$ cat config.mk
export PLATFORM = sky130hd
export DESIGN_NAME = sound_mixer_dac
export DESIGN_NICKNAME = d
export VERILOG_FILES = /design/src/rtl/sound_pkg.sv /design/src/rtl/sound_dsdac.sv /design/src/rtl/sound_mixer_dac.sv
export SDC_FILE = /design/constraint.sdc
export NUM_CORES = 1
export LEC_CHECK = 0
export BUFFER_PORTS_ARGS = -buffer_cell sky130_fd_sc_hd__buf_2
export CAP_MARGIN = 20
export CORE_UTILIZATION = 47
export CTS_CLUSTER_DIAMETER = 60
export DETAILED_ROUTE_END_ITERATION = 10
export GPL_ROUTABILITY_DRIVEN = 0
export PLACE_DENSITY = 0.78
export SLEW_MARGIN = 10
export SYNTH_ARGS = -nofsm -noshare
export SYNTH_HDL_FRONTEND = slang
export SYNTH_SLANG_ARGS = --single-unit
$ cat constraint.sdc
create_clock -name CLK -period 6.5 [get_ports CLK]
set_clock_uncertainty 0.2 [all_clocks]
set_input_delay 0.975 -clock CLK [delete_from_list [all_inputs] [get_ports CLK]]
set_output_delay 0.975 -clock CLK [all_outputs]
set_load 0.005 [all_outputs]
$ cat src/rtl/sound_pkg.sv
// Shared types and helpers for the sound mixer and its DAC back end.
package sound_pkg;

  typedef enum logic [1:0] {
    IDLE,
    MAC,
    SAT,
    HPF
  } state_t;

  // Volume code 8 is unity gain, so products are scaled down by 2^3.
  localparam int VOL_SHIFT = 3;
  // DC-blocker pole sits at 1 - 2^-8.
  localparam int HPF_SHIFT = 8;
  localparam int SAT_W     = 64;

  // Clamp a sign-extended value to the signed range of 'width' bits.
  // The caller truncates the result to 'width'.
  function automatic logic signed [SAT_W-1:0] saturate(
    input logic signed [SAT_W-1:0] x,
    input int                      width
  );
    logic signed [SAT_W-1:0] hi;
    logic signed [SAT_W-1:0] lo;
    hi = (64'sd1 <<< (width - 1)) - 64'sd1;
    lo = -(64'sd1 <<< (width - 1));
    if (x > hi)      return hi;
    else if (x < lo) return lo;
    else             return x;
  endfunction

endpackage

$ cat src/rtl/sound_dsdac.sv
// First-order delta-sigma 1-bit DAC. The PCM word is converted to
// offset binary and accumulated every clock; the carry out is the bit.
module sound_dsdac #(
  parameter int OUT_BITS = 16
) (
  input  logic                RESET_n,
  input  logic                CLK,
  input  logic [OUT_BITS-1:0] PCM,
  output logic                DAC_OUT
);

  logic [OUT_BITS-1:0] u;
  logic [OUT_BITS-1:0] integ;
  logic [OUT_BITS:0]   sum;

  // Offset-binary input and integrator sum with carry.
  always_comb begin
    u   = {~PCM[OUT_BITS-1], PCM[OUT_BITS-2:0]};
    sum = {1'b0, integ} + {1'b0, u};
  end

  // Integrator state and registered carry.
  always_ff @(posedge CLK or negedge RESET_n) begin
    if (!RESET_n) begin
      integ   <= '0;
      DAC_OUT <= 1'b0;
    end else begin
      integ   <= sum[OUT_BITS-1:0];
      DAC_OUT <= sum[OUT_BITS];
    end
  end

endmodule

$ cat src/rtl/sound_mixer_dac.sv
// Cartridge sound mixer: snapshot on SAMPLE_EN, per-channel volume via a
// single shared multiplier, saturate to PCM, then a delta-sigma DAC.
// Build option SOUND_DCCUT_EN inserts a DC-blocking stage after saturation.
//
// state | meaning
// IDLE  | waiting for SAMPLE_EN
// MAC   | one channel multiply-accumulate per cycle
// SAT   | clamp / mute, publish result (or hand to HPF)
// HPF   | DC blocker, publish result (SOUND_DCCUT_EN only)
module sound_mixer_dac
  import sound_pkg::*;
#(
  parameter int CH_COUNT = 2,
  parameter int IN_BITS  = 16,
  parameter int VOL_BITS = 4,
  parameter int OUT_BITS = 16
) (
  input  logic                         RESET_n,
  input  logic                         CLK,
  input  logic                         SAMPLE_EN,
  input  logic [CH_COUNT*IN_BITS-1:0]  IN_SIG,
  input  logic [CH_COUNT*VOL_BITS-1:0] IN_VOL,
  input  logic                         MUTE,
  output logic [OUT_BITS-1:0]          PCM_OUT,
  output logic                         PCM_VALID,
  output logic                         OVERRUN,
  output logic                         DAC_OUT
);

  localparam int PROD_W = IN_BITS + VOL_BITS + 1;
  localparam int ACC_W  = IN_BITS + VOL_BITS + $clog2(CH_COUNT) + 1;
  localparam int CH_W   = (CH_COUNT > 1) ? $clog2(CH_COUNT) : 1;

  state_t                         state;
  state_t                         state_nx;
  logic [CH_W-1:0]                ch;
  logic signed [ACC_W-1:0]        acc;
  logic [CH_COUNT*IN_BITS-1:0]    sig_snap;
  logic [CH_COUNT*VOL_BITS-1:0]   vol_snap;
  logic                           mute_snap;
  logic signed [IN_BITS-1:0]      sig_cur;
  logic [VOL_BITS-1:0]            vol_cur;
  logic signed [PROD_W-1:0]       prod;
  logic signed [PROD_W-1:0]       term;
  logic                           last_ch;
  logic [OUT_BITS-1:0]            mixed;

  // Current channel product, scaled so volume 8 is unity.
  always_comb begin
    sig_cur = sig_snap[int'(ch)*IN_BITS +: IN_BITS];
    vol_cur = vol_snap[int'(ch)*VOL_BITS +: VOL_BITS];
    prod    = PROD_W'(sig_cur) * PROD_W'($signed({1'b0, vol_cur}));
    term    = prod >>> VOL_SHIFT;
    last_ch = (ch == CH_W'(CH_COUNT - 1));
  end

  // Saturated (or muted) mix result.
  always_comb begin
    mixed = OUT_BITS'(saturate(SAT_W'(acc), OUT_BITS));
    if (mute_snap) mixed = '0;
  end

`ifdef SOUND_DCCUT_EN
  localparam int HPF_W = OUT_BITS + 3;

  logic signed [OUT_BITS-1:0] x_cur;
  logic signed [OUT_BITS-1:0] x_prev;
  logic signed [OUT_BITS-1:0] y_prev;
  logic signed [HPF_W-1:0]    hpf_sum;
  logic [OUT_BITS-1:0]        hpf_y;

  // DC blocker: y = x - x_prev + y_prev - y_prev/256, clamped.
  always_comb begin
    hpf_sum = HPF_W'(x_cur) - HPF_W'(x_prev) + HPF_W'(y_prev)
              - HPF_W'(y_prev >>> HPF_SHIFT);
    hpf_y   = OUT_BITS'(saturate(SAT_W'(hpf_sum), OUT_BITS));
  end
`endif

  // State register.
  always_ff @(posedge CLK or negedge RESET_n) begin
    if (!RESET_n) state <= IDLE;
    else          state <= state_nx;
  end

  // Next-state logic.
  always_comb begin
    state_nx = state;
    case (state)
      IDLE: if (SAMPLE_EN) state_nx = MAC;
      MAC:  if (last_ch)   state_nx = SAT;
`ifdef SOUND_DCCUT_EN
      SAT:  state_nx = HPF;
`else
      SAT:  state_nx = IDLE;
`endif
      HPF:  state_nx = IDLE;
      default: state_nx = IDLE;
    endcase
  end

  // Datapath: snapshot, accumulate, publish; strobes while busy are dropped.
  always_ff @(posedge CLK or negedge RESET_n) begin
    if (!RESET_n) begin
      ch        <= '0;
      acc       <= '0;
      sig_snap  <= '0;
      vol_snap  <= '0;
      mute_snap <= 1'b0;
      PCM_OUT   <= '0;
      PCM_VALID <= 1'b0;
      OVERRUN   <= 1'b0;
`ifdef SOUND_DCCUT_EN
      x_cur     <= '0;
      x_prev    <= '0;
      y_prev    <= '0;
`endif
    end else begin
      PCM_VALID <= 1'b0;
      if (SAMPLE_EN && state != IDLE) OVERRUN <= 1'b1;
      case (state)
        IDLE: begin
          if (SAMPLE_EN) begin
            sig_snap  <= IN_SIG;
            vol_snap  <= IN_VOL;
            mute_snap <= MUTE;
            acc       <= '0;
            ch        <= '0;
          end
        end
        MAC: begin
          acc <= acc + ACC_W'(term);
          ch  <= last_ch ? '0 : ch + CH_W'(1);
        end
        SAT: begin
`ifdef SOUND_DCCUT_EN
          x_cur     <= mixed;
`else
          PCM_OUT   <= mixed;
          PCM_VALID <= 1'b1;
`endif
        end
        HPF: begin
`ifdef SOUND_DCCUT_EN
          PCM_OUT   <= hpf_y;
          PCM_VALID <= 1'b1;
          x_prev    <= x_cur;
          y_prev    <= hpf_y;
`endif
        end
        default: ;
      endcase
    end
  end

  sound_dsdac #(
    .OUT_BITS (OUT_BITS)
  ) u_dsdac (
    .RESET_n (RESET_n),
    .CLK     (CLK),
    .PCM     (PCM_OUT),
    .DAC_OUT (DAC_OUT)
  );

endmodule

==> After elaboration in Yosys (flattened, before gate mapping) <==
Cells that the tools add are included.
{ "word_totals": {"register_bits": 101, "in_bits": 44, "output_inout_bits": 19} }
{ "classes": {"add_sub_neg": 3, "mul": 1, "n_lt_le_gt_ge": 2, "eq_ne": 5, "shifts": 2, "muxes": 12, "bitwise": 1, "reduce_logical": 8} }
{ "ops": {"columns": ["op", "count"], "rows": [
  ["$mux W16", 3],
  ["$pmux W22 S2", 1],
  ["$shiftx A32 B6 Y16", 1],
  ["$add A22 B18 Y22", 1],
  ["$gt A22 B16 Y1 const B", 1],
  ["$lt A22 B16 Y1 const B", 1],
  ["$mux W22", 1],
  ["$mul A16 B5 Y21", 1],
  ["$add A16 B16 Y17", 1],
  ["$shiftx A8 B4 Y4", 1],
  ["$pmux W2 S3", 1],
  ["$reduce_and A2 Y1", 3],
  ["$eq A2 B2 Y1 const B", 2],
  ["$mux W2", 2],
  ["$ne A2 B2 Y1 const B", 2],
  ["$reduce_bool A2 Y1", 2],
  ["$mux W1", 3],
  ["$eq A2 B1 Y1 const B", 1],
  ["$logic_not A2 Y1", 1],
  ["$pmux W1 S2", 1],
  ["$reduce_or A2 Y1", 1],
  ["$add A1 B1 Y1 const B", 1],
  ["$logic_and A1 B1 Y1", 1],
  ["$not A1 Y1", 1]
]} }

==> Logic depth before layout (Yosys ltp) <==
{ "depth": {"word_depth": 4, "ltp_mapped": 28, "mapped_depth_nobuf": 25} }

==> Cells and area by module <==
Synthesis repeated with hierarchy kept, for this count alone.
{ "hier_totals": {"cells_unflattened": 838, "area_unflattened_um2": 7892.6} }
{ "by_module_without_submodules": {"columns": ["mod", "n_inst", "cells_per_inst", "area_per_inst_um2"], "rows": [
  ["sound_mixer_dac", 1, 710, 6677.7],
  ["sound_dsdac", 1, 128, 1214.9]
]} }

==> Worst setup path before layout <==
No wires, ideal clock.
{ "synth_path": {"path_kind": "register -> register", "from": "register ch", "to": "register acc[21]", "arrival_time_ns": 6.234, "t_required_ns": 6.231, "path_slack_ns": -0.002, "stages_incl_launch_ff": 29, "n_path_buf": 3, "synth_period_minus_slack_ns": 6.502, "path_cell_list": "dfrtp_1 > buf_2 > buf_1 > mux2i_1 > nor2_1 > ha_1 > fa_1 > inv_1 > fa_1 > inv_1 > ha_1 > nand3_1 > nor2_1 > a21oi_1 > nand4_1 > a31o_1 > a21oi_1 > o21ai_1 > xor2_1 > ha_1 > clkbuf_1 > nand2_1 > o21ai_1 > or4_1 > a31o_1 > a221o_1 > xnor2_1 > or3_1 > nand3_1"} }
{ "synth_via": {"elab_chain_len": 4, "elab_cells_between_ends": 5, "classes_between": "1 x add/sub; 1 x mul; 2 x shift; 1 x mux"} }
{ "synth_lines": {"columns": ["item", "line_no", "rtl"], "rows": [
  ["start, declared", "sound_mixer_dac.sv:36", "logic [CH_W-1:0] ch;"],
  ["start signal, assigned", "sound_mixer_dac.sv:133", "ch <= last_ch ? '0 : ch + CH_W'(1);"],
  ["$shiftx A32 B6 Y16 / $shiftx A8 B4 Y4 (equally long branches)", "sound_mixer_dac.sv:50, sound_mixer_dac.sv:51", null],
  ["$mul A16 B5 Y21 (*)", "sound_mixer_dac.sv:52", "prod = PROD_W'(sig_cur) * PROD_W'($signed({1'b0, vol_cur}));"],
  ["$add A22 B18 Y22 (*)", "sound_mixer_dac.sv:132", "acc <= acc + ACC_W'(term);"],
  ["$pmux W22 S2 (*)", "sound_mixer_dac.sv:121", "case (state)"],
  ["end signal, assigned", "sound_mixer_dac.sv:132", null],
  ["end, declared", "sound_mixer_dac.sv:37", "logic signed [ACC_W-1:0] acc;"]
]} }
Every way passes the cells marked *; elsewhere a longest branch is shown, timed or not.
A chain may end at the register's enable or synchronous reset.

==> Worst setup path in the final report <==
Same ends and word-level chain as after synthesis.

==> flow_summary.json <==
{
  "start_util": 0.481,
  "ys.warnings.count": 0,
  "tightest_slew_ns": 0.955,
  "dp.cells": 1127,
  "r2r_cells": 25,
  "seq_area_frac_synth": 0.317,
  "drt_iter0_markers": 284,
  "min_path_cells": 1,
  "whs_ns": 0.258,
  "ys_seq_elements": 101,
  "htree_levels": 3,
  "setup_tns_ns": 0,
  "cts_tree": "built",
  "avgSynthCellArea_um2": 9.30,
  "period_needed_ns": 6.23,
  "vias": 6124,
  "areaGrowthSynthToFinish_pct": 14.7,
  "critical_path.max_fanout": 8,
  "drive_gt1_frac": 0.214,
  "die_h_um": 132,
  "syn_area_um2": 7970,
  "slew_violations": 0,
  "routed_wl_um": 16400,
  "grt_usage": 0.195,
  "routedWlPerCell_um": 14.2,
  "met1_usage": 0.256,
  "cts.sinks": 101,
  "fin_cells": 1151,
  "arrival_ns": 6.32,
  "die_w_um": 132,
  "clock_path_buffers": 2,
  "die_area_um2": 17500,
  "overflow": 0,
  "syn_nets": 1013,
  "synth_ff_type": "dfrtp_1",
  "synthCells": 857,
  "path_class": "flip-flop to flip-flop",
  "grt_pass1_vias": 6094,
  "dr.pass1.iters": 5,
  "numCtsBuffers": 9,
  "relSlewSlack": 0.361,
  "cp-start-kind": "flip-flop",
  "synth-edff-count": 0,
  "synth_async_sr_flop_share": 1.00,
  "grt-busiest-layer": "met2",
  "maxCapViolCount": 0,
  "crit_required_ns": 6.59,
  "clk_latency_ns": 0.36,
  "root_buffer": "clkbuf_16",
  "status": "completed",
  "antenna_found_initial": 0,
  "grt_first_pass_wirelength_um": 27700,
  "hp-class": "flip-flop to flip-flop",
  "row_count": 47,
  "fin_crit_sh": 0.959,
  "grt_start_max_net_pins": 72,
  "met3_usage": 0.0361,
  "viasPerCell": 5.32,
  "final-setup-viol-count": 0,
  "endpoint_kind": "flip-flop",
  "grt.met2_usage": 0.332,
  "clk_pin_slew_worst_paths_ns": 0.07,
  "io_pins": 63,
  "dp_hpwl_um": 12500,
  "hold_viol": 0,
  "drc": 0,
  "synthDistinctLibCells": 62,
  "core-area_um2": 16600,
  "fmax_mhz": 160,
  "num_antenna_cells": 0,
  "port_buffers": 62,
  "ant_nets": 0,
  "fin_util": 0.551,
  "final_nets": 1082
}
==> layer usage <==
layer | vias to the layer above | routed length (um) | share of wire
li1 | 3082 | - | -
met1 | 2902 | 7620 | 0.47
met2 | 127 | 7930 | 0.48
met3 | 13 | 620 | 0.038
met4 | 0 | 209 | 0.013
met5 | - | 0 | 0
==> area by class of cell <==
type                            count  area, um^2
Inverter                           87         327
Timing Repair Buffer               88         541
Fill cell                        1443        7440
Clock inverter                      6        68.8
Tap cell                          220         275
Clock buffer                       10         229
Sequential cell                   101        2530
Multi-Input combinational cell    639        5170
==> final timing paths <==
| kind | slack (ns) | from | end |
|---|---|---|---|
| min reg2reg | 0.26 | OVERRUN | OVERRUN |
| max | 0.27 | ch | acc[21] |
| min | 0.26 | OVERRUN | OVERRUN |
| max in group asynchronous | 4.48 | RESET_n | ch |
| max reg2reg | 0.27 | ch | acc[21] |
| min in group asynchronous | 0.34 | RESET_n | u_dsdac.integ[3] |
==> synth_stat cells, types with 4 or more instances <==
library cell	n	area, um^2
inv_1	87	327
nor2b_1	8	50.1
xor2_1	17	149
mux2_2	42	473
nor2_1	93	349
mux2i_1	19	190
o21ai_1	23	115
nand2_1	68	255
ha_1	77	963
a21oi_1	47	235
dfrtp_1	101	2530
o21a_1	9	67.6
or2_2	13	81.3
nand3b_1	4	30.0
a21o_1	16	120
o21ai_0	24	120
o21bai_1	10	75.1
a211oi_1	6	45.0
xnor2_1	28	245
buf_1	4	15.0
nor3_1	7	35.0
o22ai_1	10	62.6
fa_1	35	701
nand3_1	15	75.1
nand2b_1	9	56.3
clkbuf_1	24	90.1
nand4_1	6	37.5
==> stage by stage <==
step,instance area (um^2),setup slack (ns)
final,9140,0.269
after floorplan,7970,0.0464
after CTS,8880,0.0661
after global placement,8580,0.224
after detailed placement,8580,0.0988
after global routing,9140,-0.0636
==> cell families (layout without fill, tap and decap cells) <==
kind of cell,Yosys count,count (layout),share of synthesized area
multiplexers,61,61,0.0832
buffers and inverters,117,191,0.0554
AO/OA/AOI/OAI,181,181,0.148
adder cells (fa/ha/maj),112,112,0.209
AND/OR/NAND/NOR,239,239,0.136
flip-flops,101,101,0.317
XOR/XNOR,46,46,0.0515
==> critical path, cell delays in order (launching register included) <==
cell and delay [ns]:
dfrtp_2 0.47, buf_12 0.17, buf_4 0.15, mux2i_2 0.24, nor2_1 0.08, ha_1 0.33
fa_1 0.54, inv_1 0.05, fa_1 0.52, inv_1 0.04, ha_1 0.37, a21o_1 0.21
o21bai_1 0.17, a31o_1 0.24, a21oi_2 0.18, o21ai_1 0.09, xor2_1 0.15, ha_1 0.35
nand2_1 0.08, o21ai_1 0.07, or4_1 0.40, a31o_1 0.22, a221o_1 0.30, xnor2_1 0.14
or3_1 0.31, nand3_1 0.08
==> placed cells by master, fill, tap and decap left out, types with 10 or more instances in the layout <==
master,synthesis,final
or2_2,13,13
mux2_2,42,42
o22ai_1,10,10
fa_1,35,35
o21ai_0,24,24
nand3_1,15,14
nor2_1,93,93
buf_2,2,61
a21o_1,16,16
a21oi_1,47,40
o21ai_1,23,23
dfrtp_1,101,100
xnor2_1,28,28
o21bai_1,10,10
nand2_1,68,67
xor2_1,17,17
ha_1,77,69
inv_1,87,87
buf_4,0,23
==> registers in the layout, indices dropped and copies added (netlist names) <==
signal and flops:
OVERRUN 1, PCM_OUT 16, PCM_VALID 1, acc 22
ch 1, mute_snap 1, sig_snap 32, state 2
u_dsdac.DAC_OUT 1, u_dsdac.integ 16, vol_snap 8
==> repair_timing <==
| action | CTS | global route |
|---|---|---|
| setup endpoints to repair | 0 | 3 |
| setup buffers | 0 | 7 |
| hold endpoints to repair | 0 | 0 |
| gates resized for setup | 0 | 45 |
| hold buffers | 0 | 0 |
Power is not shown: default switching activity piles up to over one toggle a cycle in this logic, so the estimate is an artifact.
